**src/rtl/aes_dec_round_ctrl.sv**
```systemverilog
// aes_dec_round_ctrl
//
// Iterative sequencer for AES inverse-cipher rounds. One ciphertext block is
// accepted in IDLE, whitened with round key NR, and then pushed through the
// external combinational inverse-round datapath once per round key
// NR-1 .. 0. Round keys are fetched one at a time over key_req/key_ack. The
// plaintext is offered on out_valid/out_ready.
//
// Ports
//   clk, rst             clock, asynchronous active-high reset
//   in_valid/in_ready    ciphertext handshake (in_ready high only in IDLE)
//   in_data              ciphertext, byte 0 = bits [0:7]
//   out_valid/out_ready  plaintext handshake
//   out_data             plaintext (the state register)
//   key_req/key_idx      round-key request and index (idx 0 when idle)
//   key_ack/key_data     round key returned by the key store
//   dp_state/dp_key      inverse-round datapath operands
//   dp_final             final round: datapath skips InvMixColumns
//   dp_result            datapath output, sampled on key_ack in ROUND
//   busy                 high in every state except IDLE
module aes_dec_round_ctrl #(
  parameter int NR = 10
) (
  input  logic         clk,
  input  logic         rst,
  input  logic         in_valid,
  output logic         in_ready,
  input  logic [0:127] in_data,
  output logic         out_valid,
  input  logic         out_ready,
  output logic [0:127] out_data,
  output logic         key_req,
  output logic [3:0]   key_idx,
  input  logic         key_ack,
  input  logic [0:127] key_data,
  output logic [0:127] dp_state,
  output logic [0:127] dp_key,
  output logic         dp_final,
  input  logic [0:127] dp_result,
  output logic         busy
);

  localparam logic [3:0] IDX_TOP   = 4'(NR);
  localparam logic [3:0] IDX_FIRST = 4'(NR - 1);

  typedef enum logic [1:0] {
    IDLE,
    WHITEN,
    ROUND,
    DONE
  } state_t;

  state_t       state;
  logic [0:127] st;
  logic [3:0]   rnd;
  logic         idle_q;

  // All handshake outputs are registered alongside the state so that they
  // change only on the edge that changes the state.
  always_ff @(posedge clk or posedge rst) begin
    if (rst) begin
      state     <= IDLE;
      st        <= '0;
      rnd       <= '0;
      idle_q    <= 1'b1;
      out_valid <= 1'b0;
      key_req   <= 1'b0;
      key_idx   <= '0;
      dp_final  <= 1'b0;
      busy      <= 1'b0;
    end else begin
      unique case (state)
        IDLE: begin
          if (in_valid) begin
            st       <= in_data;
            state    <= WHITEN;
            idle_q   <= 1'b0;
            busy     <= 1'b1;
            key_req  <= 1'b1;
            key_idx  <= IDX_TOP;
            dp_final <= 1'b0;
          end
        end
        WHITEN: begin
          if (key_ack) begin
            st       <= st ^ key_data;
            rnd      <= IDX_FIRST;
            state    <= ROUND;
            key_idx  <= IDX_FIRST;
            dp_final <= (IDX_FIRST == 4'd0);
          end
        end
        ROUND: begin
          if (key_ack) begin
            st <= dp_result;
            if (rnd == 4'd0) begin
              state     <= DONE;
              key_req   <= 1'b0;
              key_idx   <= '0;
              dp_final  <= 1'b0;
              out_valid <= 1'b1;
            end else begin
              rnd      <= rnd - 4'd1;
              key_idx  <= rnd - 4'd1;
              // next round is final when the counter is about to reach 0
              dp_final <= (rnd == 4'd1);
            end
          end
        end
        DONE: begin
          if (out_ready) begin
            state     <= IDLE;
            out_valid <= 1'b0;
            busy      <= 1'b0;
            idle_q    <= 1'b1;
          end
        end
      endcase
    end
  end

  // Gated by rst so in_ready reads 0 while reset is held and 1 on release.
  assign in_ready = idle_q & ~rst;
  assign out_data = st;
  assign dp_state = st;
  assign dp_key   = key_data;

endmodule

```
**config.mk**
```make
export PLATFORM = sky130hd
export DESIGN_NAME = aes_dec_round_ctrl
export DESIGN_NICKNAME = d
export VERILOG_FILES = /design/src/rtl/aes_dec_round_ctrl.sv
export SDC_FILE = /design/constraint.sdc
export NUM_CORES = 1
export LEC_CHECK = 0
export BUFFER_PORTS_ARGS = -buffer_cell sky130_fd_sc_hd__buf_4
export CORE_AREA = 5 5 299 301
export DETAILED_ROUTE_END_ITERATION = 16
export DIE_AREA = 0 0 304 306
export PLACE_DENSITY_LB_ADDON = 0.15
export SYNTH_ARGS = -nofsm -noshare
export SYNTH_HDL_FRONTEND = slang
export SYNTH_SLANG_ARGS = --single-unit
export TNS_END_PERCENT = 30
```
**constraint.sdc**
```tcl
create_clock -name clk -period 4.49 [get_ports clk]
set_input_delay 0.898 -clock clk [delete_from_list [all_inputs] [get_ports clk]]
set_output_delay 0.898 -clock clk [all_outputs]
set_load 0.03 [all_outputs]
```
# Word level (Yosys, flattened, before mapping)
# Cells that the tools add are included.
word_totals:
  reg_bits: 143
  input_bits: 389
  out_inout_bits: 393
  word_cells: 70
op_classes:
  n_addsub: 1
  eq_ne: 10
  mux: 34
  bitwise_logic: 3
  n_reduce_logical: 13
op_table:
  columns: ["op", "count"]
  rows:
  - ["128-bit 2-to-1 mux", 3]
  - ["128-bit case mux with 3 select lines", 1]
  - ["128-bit XOR", 1]
  - ["4-bit 2-to-1 mux", 6]
  - ["4-bit AND reduction", 4]
  - ["2-bit != test, second input constant", 6]
  - ["4-bit case mux with 3 select lines", 1]
  - ["1-bit 2-to-1 mux", 11]
  - ["2-bit 2-to-1 mux", 5]
  - ["1-bit case mux with 2 select lines", 4]
  - ["2-bit case mux with 4 select lines", 1]
  - ["4-bit case mux with 2 select lines", 1]
  - ["2-bit nonzero test", 4]
  - ["5-bit AND reduction", 1]
  - ["2-bit equality test, second input constant", 2]
  - ["4-bit by 1-bit equality test with 1-bit output, second input constant", 1]
  - ["4-bit zero test", 1]
  - ["4-bit by 1-bit subtractor with 4-bit output, second input constant", 1]
  - ["1-bit case mux with 3 select lines", 1]
  - ["3-bit AND reduction", 1]
  - ["3-bit nonzero test", 1]
  - ["2-bit by 1-bit equality test with 1-bit output, second input constant", 1]
  - ["2-bit zero test", 1]
  - ["1-bit AND", 1]
  - ["1-bit NOT", 1]

# Logic depth before layout (Yosys ltp)
logic_depth:
  word_depth: 4
  depth_mapped: 10
  ltp_nobuf: 5

# Worst setup path after synthesis
# No wires, ideal clock.
synth_path:
  path_kind: "input to register"
  from: "input key_ack"
  to: "register st (netlist bit dp_state[39])"
  setup_time_ns: 0.092
  arrival_time_ns: 2.147
  t_required_ns: 4.398
  slack_ns: 2.251
  stages: 7
  n_path_buf: 4
  cell_sequence: "o21ba_1 -> buf_2 -> or3_1 -> clkbuf_1 -> buf_6 -> buf_6 -> o31ai_2"
synth_via:
  elab_chain_cells: 2
  elab_cells_between_ends: 3
synth_rtl:
  columns: ["item", "line_no", "text"]
  rows:
  - ["from (decl)", "34", "input logic key_ack,"]
  - ["2-bit != test (no source line)", null, null]
  - ["4-bit AND reduction (no source line) (*)", null, null]
  - ["to (signal assigned)", "75", "st <= in_data;"]
  - ["to (signal assigned)", "86", "st <= st ^ key_data;"]
  - ["to (signal assigned)", "95", "st <= dp_result;"]
  - ["to (decl)", "54", "logic [0:127] st;"]
# Mark *: on every way between the ends. The rest lies on a longest branch, timed or not.
# A chain may end at the register's enable or synchronous reset.

# Worst setup path in the final report
layout_path:
  from: "register state[0]"
  to: "register st (netlist bit dp_state[83])"
layout_via:
  elab_chain_cells: 3
  elab_cells_between_ends: 9
layout_rtl:
  columns: ["item", "line_no", "text"]
  rows:
  - ["from (decl)", "53", "state_t state;"]
  - ["from (signal assigned)", "62", "state <= IDLE;"]
  - ["from (signal assigned)", "76", "state <= WHITEN;"]
  - ["from (signal assigned)", "88", "state <= ROUND;"]
  - ["2-bit by 1-bit equality test with 1-bit output, or another cell as far along", "72", "unique case (state)"]
  - ["2-bit != test (no source line) or 3-bit nonzero test (tied branches)", null, null]
  - ["4-bit AND reduction (no source line)", null, null]
# Parallel ways exist; a longest one is shown, timed or not.

==> results.json <==
{
  "status": "finished, final reports clean",
  "utilization_pct": 19.7,
  "cts.path.max_buffers": 2,
  "ir_drop_mv": 0.770,
  "end_kind": "flop",
  "fin_crit_sh_pct": 56.1,
  "hold_ws_ps": 508,
  "place_area_um2": 16400,
  "fin_tns_setup_ps": 0,
  "synth_nets": 1633,
  "routed_wl_mm": 63.9,
  "multiInputGateArea_um2": 5240,
  "wl_per_cell_um": 22.5,
  "synth_seq_area_share_pct": 31.8,
  "worstSetupStartpointType": "flop",
  "final_area_um2": 17000,
  "cts_resized": 0,
  "rr_worst_depth": 6,
  "setup_viol": 0,
  "rsz0062_at_grt": "no",
  "grt_use_total_pct": 12.9,
  "cp_max_fo": 55,
  "grt_pass1_wl_mm": 90.3,
  "syn_area_per_cell_um2": 9.09,
  "slowest_stage": "inv_4",
  "regArea_um2": 3580,
  "clk_latency_ps": 460,
  "fillers": 9561,
  "min_path_type": "reg -> reg",
  "hold_buffers": 0,
  "drt_iter0_drc": 510,
  "yosys_warnings": 0,
  "r2r-start": "state[0]$_DFFE_PP0P_",
  "clkTransAtPathRegs_ps": 70,
  "hp-start": "dp_final$_DFFE_PP0P_",
  "drive_above_1_share_pct": 50.3,
  "p_switching_mw": 8.70,
  "io_buffers": 781,
  "cpPeakStageDelay_ps": 580,
  "maxCapViolCount": 0,
  "power_density_nw_per_um2": 908,
  "core_area_um2": 86300,
  "leakage_nw": 7.94,
  "power_frac_seq_pct": 19.6,
  "synthTopCellsByArea": "dfrtp_1, buf_4, o31ai_1",
  "crit_chain": "inv_1 -> ha_4 -> inv_4 -> buf_4 -> a221oi_1 -> o31ai_1",
  "synth_top_area_share_pct": 31.6,
  "timing.slew.headroom_pct": 40.7,
  "vias_per_cell": 4.01,
  "firstDrtPassIters": 4,
  "final-hold-violation-count": 0,
  "clock-sinks": 143,
  "grt_pass1_vias": 12152,
  "fmax_ghz": 0.397,
  "cp.arrival_ps": 2880,
  "cts_buffers": 17,
  "worstHoldEndpoint": "dp_final$_DFFE_PP0P_",
  "clockPowerShare_pct": 10.2,
  "cts_tree": "yes",
  "required_ps": 4850,
  "worst_pin_slew_ps": 889,
  "synthCells": 1238,
  "syn_area_um2": 11200,
  "drv_slew": 0,
  "die_h_um": 306,
  "p_int_mw": 6.74,
  "crit_type": "reg -> reg",
  "power_frac_comb_pct": 70.2,
  "area_growth_pct": 51.2,
  "io_pins": 782,
  "min_path_cells": 2,
  "r2r_slack_ps": 1970,
  "dieArea_um2": 93000,
  "r2r_end": "dp_state[83]$_DFFE_PP0P_",
  "antenna_found_initial": 2,
  "dieWidth_um": 304,
  "postRouteAntennaNets": 0,
  "cts-root-buf": "clkbuf_16",
  "vias": 11402,
  "layout_min_cycle_time_ps": 2520,
  "num_rows": 108,
  "yosysTopAreaCell": "dfrtp_1",
  "dp_hpwl_mm": 45.4,
  "yosys_register_bits": 143,
  "cts_htree_levels": 4,
  "worst_clock_skew_ps": 9.26,
  "synthDistinctLibCells": 40,
  "layout.nets": 2072,
  "initial_core_util_pct": 13.0,
  "globalplace.congestion": 0.763,
  "drc": 0,
  "grt_overflow": 0,
  "post-cts-setup-buffer-count": 0,
  "p_sw_share_pct": 56.3,
  "grt_max_degree": 146
}
-- placed cells by master (no fill, tap or decap), types with 3 or more instances in the layout --
| cell | n |
|---|---|
| clkinvlp_4 | 3 |
| buf_12 | 8 |
| a221oi_1 | 128 |
| clkbuf_16 | 17 |
| o21ai_0 | 6 |
| ha_4 | 4 |
| o31ai_2 | 10 |
| dfrtp_1 | 142 |
| o31ai_1 | 251 |
| nand2_1 | 7 |
| bufinv_16 | 3 |
| nor2_1 | 131 |
| a21oi_1 | 4 |
| nand4_1 | 3 |
| xor2_1 | 129 |
| clkbuf_8 | 3 |
| mux2i_1 | 3 |
| inv_1 | 10 |
| buf_4 | 789 |
| clkinv_2 | 3 |
-- metrics by stage --
| stage | total power, mW | instances | worst slack [ps] |
|---|---|---|---|
| after floorplan | 10.5 | 1238 | 1800 |
| after global placement | 14.0 | 2813 | 2030 |
| after detailed placement | 14.1 | 2813 | 1990 |
| after CTS | 15.8 | 2843 | 1960 |
| after global routing | 16.5 | 2844 | 1810 |
| final | 15.4 | 2844 | 1970 |
-- cells in the mapped netlist --
cell       instances
nor3_1             1
nor2_1           131
dfrtp_1          142
a22oi_1            2
o31ai_1          251
nand3_1            1
nor4_1             2
or4_1              1
nand4b_1           1
ha_1               6
or3_1              1
buf_1              6
nand4bb_1          1
o21ba_1            1
nor2b_1            3
a31oi_1            2
xor2_1           129
nand2_1            7
buf_2              4
mux2i_1            3
o311ai_0           1
a21oi_1            4
a2bb2oi_1          1
or3b_2             1
a22o_1             1
o21ai_0            6
buf_4            256
o31ai_2           10
o21a_1             1
a221oi_1         128
inv_1             12
buf_6             10
nand2b_1           2
nand4_1            3
o31a_1             1
a2111oi_2          1
dfstp_2            1
clkbuf_1         101
o2bb2ai_1          1
o211ai_1           2
-- final cells by class --
cell class              instances  share of cell area (%)
repair buffers                797                    35.8
multi-input cells             706                    30.8
flip-flops and latches        143                    21.1
well taps                    1155                    8.50
clock buffers                  20                    2.74
clock inverters                10                   0.809
inverters                      12                   0.302
diodes                          1                  0.0147
-- sequential cells by signal, indices dropped and copies added, names as in the netlist --
register   flops
dp_state     128
key_idx        4
rnd            4
state          2
busy           1
dp_final       1
idle_q         1
key_req        1
out_valid      1
-- critical path: cells and delay by family (launching register included) --
family,cells,cell delay [ps]
DFF,1,480
buffers and inverters,3,1170
AOI/OAI and AO/OA,2,390
adders and majority gates,1,290
-- cell families after synthesis --
family / synth area share (%)
multiplexers: 0.267
flip-flops: 31.8
AO/OA/AOI/OAI: 29.3
AND/OR/NAND/NOR: 5.63
buffers and inverters: 22.2
adder cells (fa/ha/maj): 0.667
XOR/XNOR: 10.0
-- power by group through the flow --
stage,clock network (mW),registers (mW),logic [mW]
finish,1.58,3.02,10.8
global route,1.70,3.12,11.6
CTS,1.69,3.04,11.0
detailed placement,0,3.05,11.0
global placement,0,3.03,10.9
floorplan,0,3.81,6.69
-- worst max-delay path by stage --
| stage | start | to | slack, ps |
|---|---|---|---|
| finish | state[0]$_DFFE_PP0P_ | dp_state[83]$_DFFE_PP0P_ | 1970 |
| global route | state[0]$_DFFE_PP0P_ | dp_state[79]$_DFFE_PP0P_ | 1810 |
| CTS | state[0]$_DFFE_PP0P_ | dp_state[2]$_DFFE_PP0P_ | 1960 |
| detailed placement | state[0]$_DFFE_PP0P_ | dp_state[83]$_DFFE_PP0P_ | 1990 |
| global placement | state[0]$_DFFE_PP0P_ | dp_state[14]$_DFFE_PP0P_ | 2030 |
| floorplan | rst | busy$_DFFE_PP0P_ | 1800 |
-- metal layers --
layer	wire length [um]	global-route usage, %
met3	2960	2.97
met2	33700	23.1
met1	26500	15.8
met4	752	2.76
met5	0	0
Note: power is estimated with default switching activity, not from simulation.
